<file path="config.mk">
export PLATFORM = sky130hd
export DESIGN_NAME = branch_pred_table_flat
export DESIGN_NICKNAME = d
export VERILOG_FILES = /design/src/rtl/branch_pred_if.sv /design/src/rtl/branch_pred_table.sv /design/src/flat_wrapper.sv
export SDC_FILE = /design/constraint.sdc
export NUM_CORES = 1
export LEC_CHECK = 0
export CORE_MARGIN = 2
export CORE_UTILIZATION = 25
export CTS_CLUSTER_SIZE = 12
export DETAILED_ROUTE_END_ITERATION = 10
export GPL_ROUTABILITY_DRIVEN = 0
export PLACE_DENSITY = 0.52
export SYNTH_ARGS = -nofsm -noshare
export SYNTH_HDL_FRONTEND = slang
export SYNTH_SLANG_ARGS = --single-unit
</file>
<file path="constraint.sdc">
create_clock -name clk_i -period 4.1 [get_ports clk_i]
set_input_delay 0.615 -clock clk_i [delete_from_list [all_inputs] [get_ports clk_i]]
set_output_delay 0.615 -clock clk_i [all_outputs]
set_load 0.01 [all_outputs]
</file>
<file path="src/rtl/branch_pred_if.sv">
// Bundle of the lookup (ID), update (EX), statistics and status signals exchanged
// between the pipeline and the branch prediction counter table.
interface branch_pred_if;
    logic        lookup_valid;
    logic [31:0] lookup_pc;
    logic [1:0]  pred_state;
    logic        pred_taken;
    logic        upd_valid;
    logic [31:0] upd_pc;
    logic [1:0]  upd_state;
    logic        upd_mispredict;
    logic        clear_stats;
    logic        busy;
    logic [15:0] br_count;
    logic [15:0] miss_count;

    // Pipeline side: drives lookups and resolved updates, observes predictions.
    modport master (
        output lookup_valid, lookup_pc, upd_valid, upd_pc, upd_state,
               upd_mispredict, clear_stats,
        input  pred_state, pred_taken, busy, br_count, miss_count
    );

    // Table side: answers lookups and absorbs updates.
    modport slave (
        input  lookup_valid, lookup_pc, upd_valid, upd_pc, upd_state,
               upd_mispredict, clear_stats,
        output pred_state, pred_taken, busy, br_count, miss_count
    );
endinterface

</file>
<file path="src/rtl/branch_pred_table.sv">
// Direct-mapped table of 2-bit branch prediction counters. After every reset a
// sweep writes INIT_STATE into every entry; afterwards the EX stage writes back
// resolved counter states, with a write-first bypass to the ID-stage lookup.
// Saturating counters track resolved branches and mispredicts.
module branch_pred_table #(
    parameter int         INDEX_W    = 4,
    parameter logic [1:0] INIT_STATE = 2'b11
) (
    input  logic         clk_i,
    input  logic         rst_i,
    branch_pred_if.slave bus
);

    localparam int                 DEPTH    = 1 << INDEX_W;
    localparam logic [INDEX_W-1:0] PTR_LAST = '1;

    typedef enum logic {
        ST_INIT,
        ST_READY
    } state_t;

    state_t             state_q, state_d;
    logic [INDEX_W-1:0] ptr_q, ptr_d;
    logic [15:0]        br_count_q, br_count_d;
    logic [15:0]        miss_count_q, miss_count_d;
    logic [1:0]         table_q [DEPTH];

    logic               wr_en;
    logic [INDEX_W-1:0] wr_idx;
    logic [1:0]         wr_data;
    logic [INDEX_W-1:0] upd_idx;
    logic [INDEX_W-1:0] lookup_idx;
    logic [1:0]         pred_state;
    logic               unused_pc_bits;

    // Word-aligned instructions: the low two PC bits never select an entry.
    assign upd_idx    = bus.upd_pc[INDEX_W+1:2];
    assign lookup_idx = bus.lookup_pc[INDEX_W+1:2];
    assign unused_pc_bits = ^{bus.upd_pc[31:INDEX_W+2], bus.upd_pc[1:0],
                              bus.lookup_pc[31:INDEX_W+2], bus.lookup_pc[1:0]};

    // Next-state logic: init sweep sequencing, table write selection and statistics.
    always_comb begin
        state_d      = state_q;
        ptr_d        = ptr_q;
        br_count_d   = br_count_q;
        miss_count_d = miss_count_q;
        wr_en        = 1'b0;
        wr_idx       = upd_idx;
        wr_data      = bus.upd_state;
        case (state_q)
            ST_INIT: begin
                wr_en   = 1'b1;
                wr_idx  = ptr_q;
                wr_data = INIT_STATE;
                ptr_d   = ptr_q + 1'b1;
                if (ptr_q == PTR_LAST) begin
                    state_d = ST_READY;
                end
            end
            default: begin
                if (bus.upd_valid) begin
                    wr_en = 1'b1;
                    if (br_count_q != 16'hFFFF) begin
                        br_count_d = br_count_q + 16'd1;
                    end
                    if (bus.upd_mispredict && (miss_count_q != 16'hFFFF)) begin
                        miss_count_d = miss_count_q + 16'd1;
                    end
                end
                if (bus.clear_stats) begin
                    br_count_d   = 16'd0;
                    miss_count_d = 16'd0;
                end
            end
        endcase
    end

    // Control state and statistics registers with synchronous active-low reset.
    always_ff @(posedge clk_i) begin
        if (!rst_i) begin
            state_q      <= ST_INIT;
            ptr_q        <= '0;
            br_count_q   <= 16'd0;
            miss_count_q <= 16'd0;
        end else begin
            state_q      <= state_d;
            ptr_q        <= ptr_d;
            br_count_q   <= br_count_d;
            miss_count_q <= miss_count_d;
        end
    end

    // Counter storage has no reset; only the sweep or EX updates write it.
    always_ff @(posedge clk_i) begin
        if (rst_i && wr_en) begin
            table_q[wr_idx] <= wr_data;
        end
    end

    // Combinational prediction: fixed INIT_STATE while sweeping, else write-first read.
    always_comb begin
        pred_state = table_q[lookup_idx];
        if (state_q == ST_INIT) begin
            pred_state = INIT_STATE;
        end else if (bus.upd_valid && (upd_idx == lookup_idx)) begin
            pred_state = bus.upd_state;
        end
    end

    assign bus.pred_state = pred_state;
    assign bus.pred_taken = pred_state[1] & bus.lookup_valid;
    assign bus.busy       = (state_q == ST_INIT);
    assign bus.br_count   = br_count_q;
    assign bus.miss_count = miss_count_q;

endmodule

</file>
<file path="src/flat_wrapper.sv">
// flat-port wrapper written by rule: the top's interface ports become plain ports
module branch_pred_table_flat 
#(
    parameter int         INDEX_W    = 4,
    parameter logic [1:0] INIT_STATE = 2'b11
)
  (clk_i, rst_i, bus_lookup_valid, bus_lookup_pc, bus_upd_valid, bus_upd_pc, bus_upd_state, bus_upd_mispredict, bus_clear_stats, bus_pred_state, bus_pred_taken, bus_busy, bus_br_count, bus_miss_count);
  branch_pred_if bus_i ();
  input  logic clk_i;
  input  logic rst_i;
  input wire logic [$bits(bus_i.lookup_valid)-1:0] bus_lookup_valid;
  input wire logic [$bits(bus_i.lookup_pc)-1:0] bus_lookup_pc;
  input wire logic [$bits(bus_i.upd_valid)-1:0] bus_upd_valid;
  input wire logic [$bits(bus_i.upd_pc)-1:0] bus_upd_pc;
  input wire logic [$bits(bus_i.upd_state)-1:0] bus_upd_state;
  input wire logic [$bits(bus_i.upd_mispredict)-1:0] bus_upd_mispredict;
  input wire logic [$bits(bus_i.clear_stats)-1:0] bus_clear_stats;
  output wire logic [$bits(bus_i.pred_state)-1:0] bus_pred_state;
  output wire logic [$bits(bus_i.pred_taken)-1:0] bus_pred_taken;
  output wire logic [$bits(bus_i.busy)-1:0] bus_busy;
  output wire logic [$bits(bus_i.br_count)-1:0] bus_br_count;
  output wire logic [$bits(bus_i.miss_count)-1:0] bus_miss_count;
  assign bus_i.lookup_valid = bus_lookup_valid;
  assign bus_i.lookup_pc = bus_lookup_pc;
  assign bus_i.upd_valid = bus_upd_valid;
  assign bus_i.upd_pc = bus_upd_pc;
  assign bus_i.upd_state = bus_upd_state;
  assign bus_i.upd_mispredict = bus_upd_mispredict;
  assign bus_i.clear_stats = bus_clear_stats;
  assign bus_pred_state = bus_i.pred_state;
  assign bus_pred_taken = bus_i.pred_taken;
  assign bus_busy = bus_i.busy;
  assign bus_br_count = bus_i.br_count;
  assign bus_miss_count = bus_i.miss_count;
  branch_pred_table #(.INDEX_W(INDEX_W), .INIT_STATE(INIT_STATE)) u_core (.clk_i(clk_i), .rst_i(rst_i), .bus(bus_i));
endmodule
</file>
==> run_results.csv <==
group,metric,value,unit
clocking,cts_max_path_buffers,2,
timing,setup_viol,0,
drt,drc_errors,0,
floorplanning,start_util,25.5,%
setup_path,cp.required,3.48,ns
setup_path,r2r_setup_slack,1.87,ns
power_and_ir_drop,combPwrFrac,5.8,%
global_route,grt_usage,12.6,%
timing,fin_worst_skew,0.00795,ns
timing,fin_ws,0.530,ns
power_and_ir_drop,seq_power_share,43.3,%
clocking,cts_made_buffers,9,
power_and_ir_drop,p_sw,377,uW
power_and_ir_drop,ir_drop,0.000161,V
clocking,clock_sink_count,69,
drt,ant_nets,0,
timing,tightest_slew,0.655,ns
synthesis,yosysSeqAreaShare,48.1,%
synthesis,synth_ff_type,"dfxtp_1",
setup_path,cp_max_fo,9,
setup_path,worstPathCellList,"clkdlybuf4s50_1 -> mux4_2 -> nor2b_1 -> a211oi_1 -> a211oi_1 -> a211o_1 -> clkdlybuf4s50_1",
floorplanning,fp-row-count,43,
clocking,post_cts_buffers,0,
floorplanning,die_h,123,um
power_and_ir_drop,power,1.68,mW
timing,slew-limit-headroom,56.2,%
setup_path,end_kind,"primary output",
final_layout,diodes,0,
clocking,cts-root-buf,"clkbuf_16",
global_route,grt_pass1_wl,14.7,mm
placed_design,dp_slack,0.506,ns
final_layout,final_cell_mix,"clkdlybuf4s50_1, dfxtp_1, nand2_1, edfxtp_1, nor2_1",
floorplanning,ios,108,
drt,first_pass_iters,5,
final_layout,multi_input_area,1740,um2
drt,drt-total-wl,9.10,mm
setup_path,path_buf_inv,2,
clocking,clk_pin_slew,0.06,ns
clocking,clk_latency,0.33,ns
clocking,htreeDepth,3,
clocking,ctsResizeCount,0,
synthesis,synth_cells,345,
power_and_ir_drop,leakagePower,1.57,nW
global_route,grt_pass1_vias,2881,
final_layout,final_layout_size_suffix_gt1_share,10.9,%
global_route,grt_max_degree,17,
final_layout,final_common_cell,"clkdlybuf4s50_1",
power_and_ir_drop,swShare,22.4,%
placed_design,port_buffers,51,
synthesis,synthArstFlopShare,0,%
floorplanning,die_w,123,um
clocking,cts_tree,"done",
outcome,outcome,"completed",
setup_path,worstPathArrival,2.96,ns
synthesis,synth_fp_nets,420,
timing,rsz0062_at_grt,"false",
timing,timing.final.crit_share,87.1,%
timing,timing_hold_violations_final,0,
synthesis,yosysWarnings,0,
global_route,antenna_found_initial,0,
setup_path,crit_path_top_delay_cell,"clkdlybuf4s50_1",
final_layout,ff_latch_area,1700,um2
power_and_ir_drop,powerDensity,368,nW/um2
synthesis,mappedNetlistArea,3540,um2
timing,drv_slew,0,
setup_path,critPathMaxStageDelay,0.76,ns
power_and_ir_drop,clkPwrFrac,50.9,%
synthesis,synth_enable_flop_cells,32,
setup_path,startpoint_type,"primary input",
final_layout,syn_to_final_growth,29.1,%
final_layout,nets,473,
run,cap_violations,0,
setup_path,cp_top_family,"buffers and inverters",
final_layout,fill_cells,1439,
clocking,ctsHoldBuffers,0,
global_route,overflow,0,
floorplanning,coreArea,13900,um2
drt,routed_via_density,5.02,
drt,vias,2926,
setup_path,worstSetupPathType,"primary input to primary output",
timing,clock.fmax,280,MHz
synthesis,ys_ff_latch,69,
timing,min_period,3.57,ns
drt,wl_per_cell,15.6,um
floorplanning,dieArea,15100,um2
synthesis,ys_types,64,
timing,setup_tns,0,ns
drt,drtIter0Drc,211,
power_and_ir_drop,p_int,1.31,mW
placed_design,hpwl,6.51,mm
worst_hold_path,hold_class,"register to register",
synthesis,post_synth.cell_area_avg,10.3,um2
through the flow:
| step | hold WS [ns] | instance area (um2) | instances | utilization [%] |
|---|---|---|---|---|
| floorplan | 0.469 | 3540 | 345 | - |
| global placement | 0.485 | 4240 | 567 | 30.5 |
| detailed placement | 0.489 | 4240 | 567 | 30.5 |
| CTS | 0.498 | 4570 | 583 | 32.9 |
| global route | 0.530 | 4570 | 583 | 32.9 |
| finish | 0.495 | 4570 | 583 | 32.9 |
worst register-to-register path: stages (launching register included):
cell and delay (ns):
dfxtp_1 0.42, ha_1 0.24, and4_1 0.39, nand4_4 0.23, o211ai_1 0.57, or3_1 0.19, o21ai_0 0.07
power groups by stage:
stage | logic [mW] | clock network, mW | registers [mW]
5_1_grt | 0.108 | 0.908 | 0.728
3_3_place_gp | 0.0984 | 0 | 0.742
2_1_floorplan | 0.0574 | 0 | 0.742
6_report | 0.0981 | 0.857 | 0.728
3_5_place_dp | 0.0983 | 0 | 0.743
4_1_cts | 0.0992 | 0.879 | 0.728
cells by family (layout without fill, tap and decap cells):
logic type,Yosys count,in the layout,synth area share (%)
and+or+nand+nor,142,142,20.6
AOI/OAI and AO/OA,83,83,17.4
DFF,69,69,48.1
buffers and inverters,22,80,2.90
muxes,19,19,8.24
xor gates and xnor gates,7,7,1.73
adders and majority gates,3,3,1.06
synthesized netlist by cell type (all sizes together) (5+ instances only):
master,instances,area (um2)
xor2,5,43.8
mux2i,10,100
a21o,5,37.5
nor3,9,45.0
nor2,31,119
dfxtp,37,741
o21ai,17,85.1
nand3,20,100
inv,8,30.0
a31oi,7,50.1
and4,6,53.8
a211oi,5,42.5
and3,9,57.6
a21oi,14,70.1
nand4,6,52.6
nand2b,5,31.3
edfxtp,32,961
o31ai,8,78.8
nand2,36,135
mux4,8,180
clkbuf,10,40.0
path summary, 6_finish.rpt:
kind / start / cells past startpoint / to
worst max-delay path: bus_lookup_pc[5] / 7 / bus_pred_state[0]
worst min register to register: u_core.bus.miss_count[9] / 2 / u_core.bus.miss_count[9]
worst max register to register: u_core.bus.br_count[0] / 6 / u_core.bus.br_count[11]
worst min-delay path: u_core.bus.miss_count[9] / 2 / u_core.bus.miss_count[9]
metal layers:
layer,routed length [um],GRT usage [%]
met1,4430,17.7
met2,4160,19.8
met3,323,1.01
met4,190,5.89
met5,0,0
state kept, by name (all words and copies together) (netlist names):
register / count
u_core.state_q: 1
u_core.bus.br_count: 16
u_core.bus.miss_count: 16
u_core.ptr_q: 4
u_core.table_q: 32
area by class of cell:
type	count	share of cell area (%)
Clock buffer	9	4.93
Clock inverter	7	2.25
Inverter	8	0.657
Multi-Input combinational cell	254	38.0
Sequential cell	69	37.3
Tap cell	180	4.93
Timing Repair Buffer	56	12.0
Note: power is estimated with default switching activity, not from simulation.
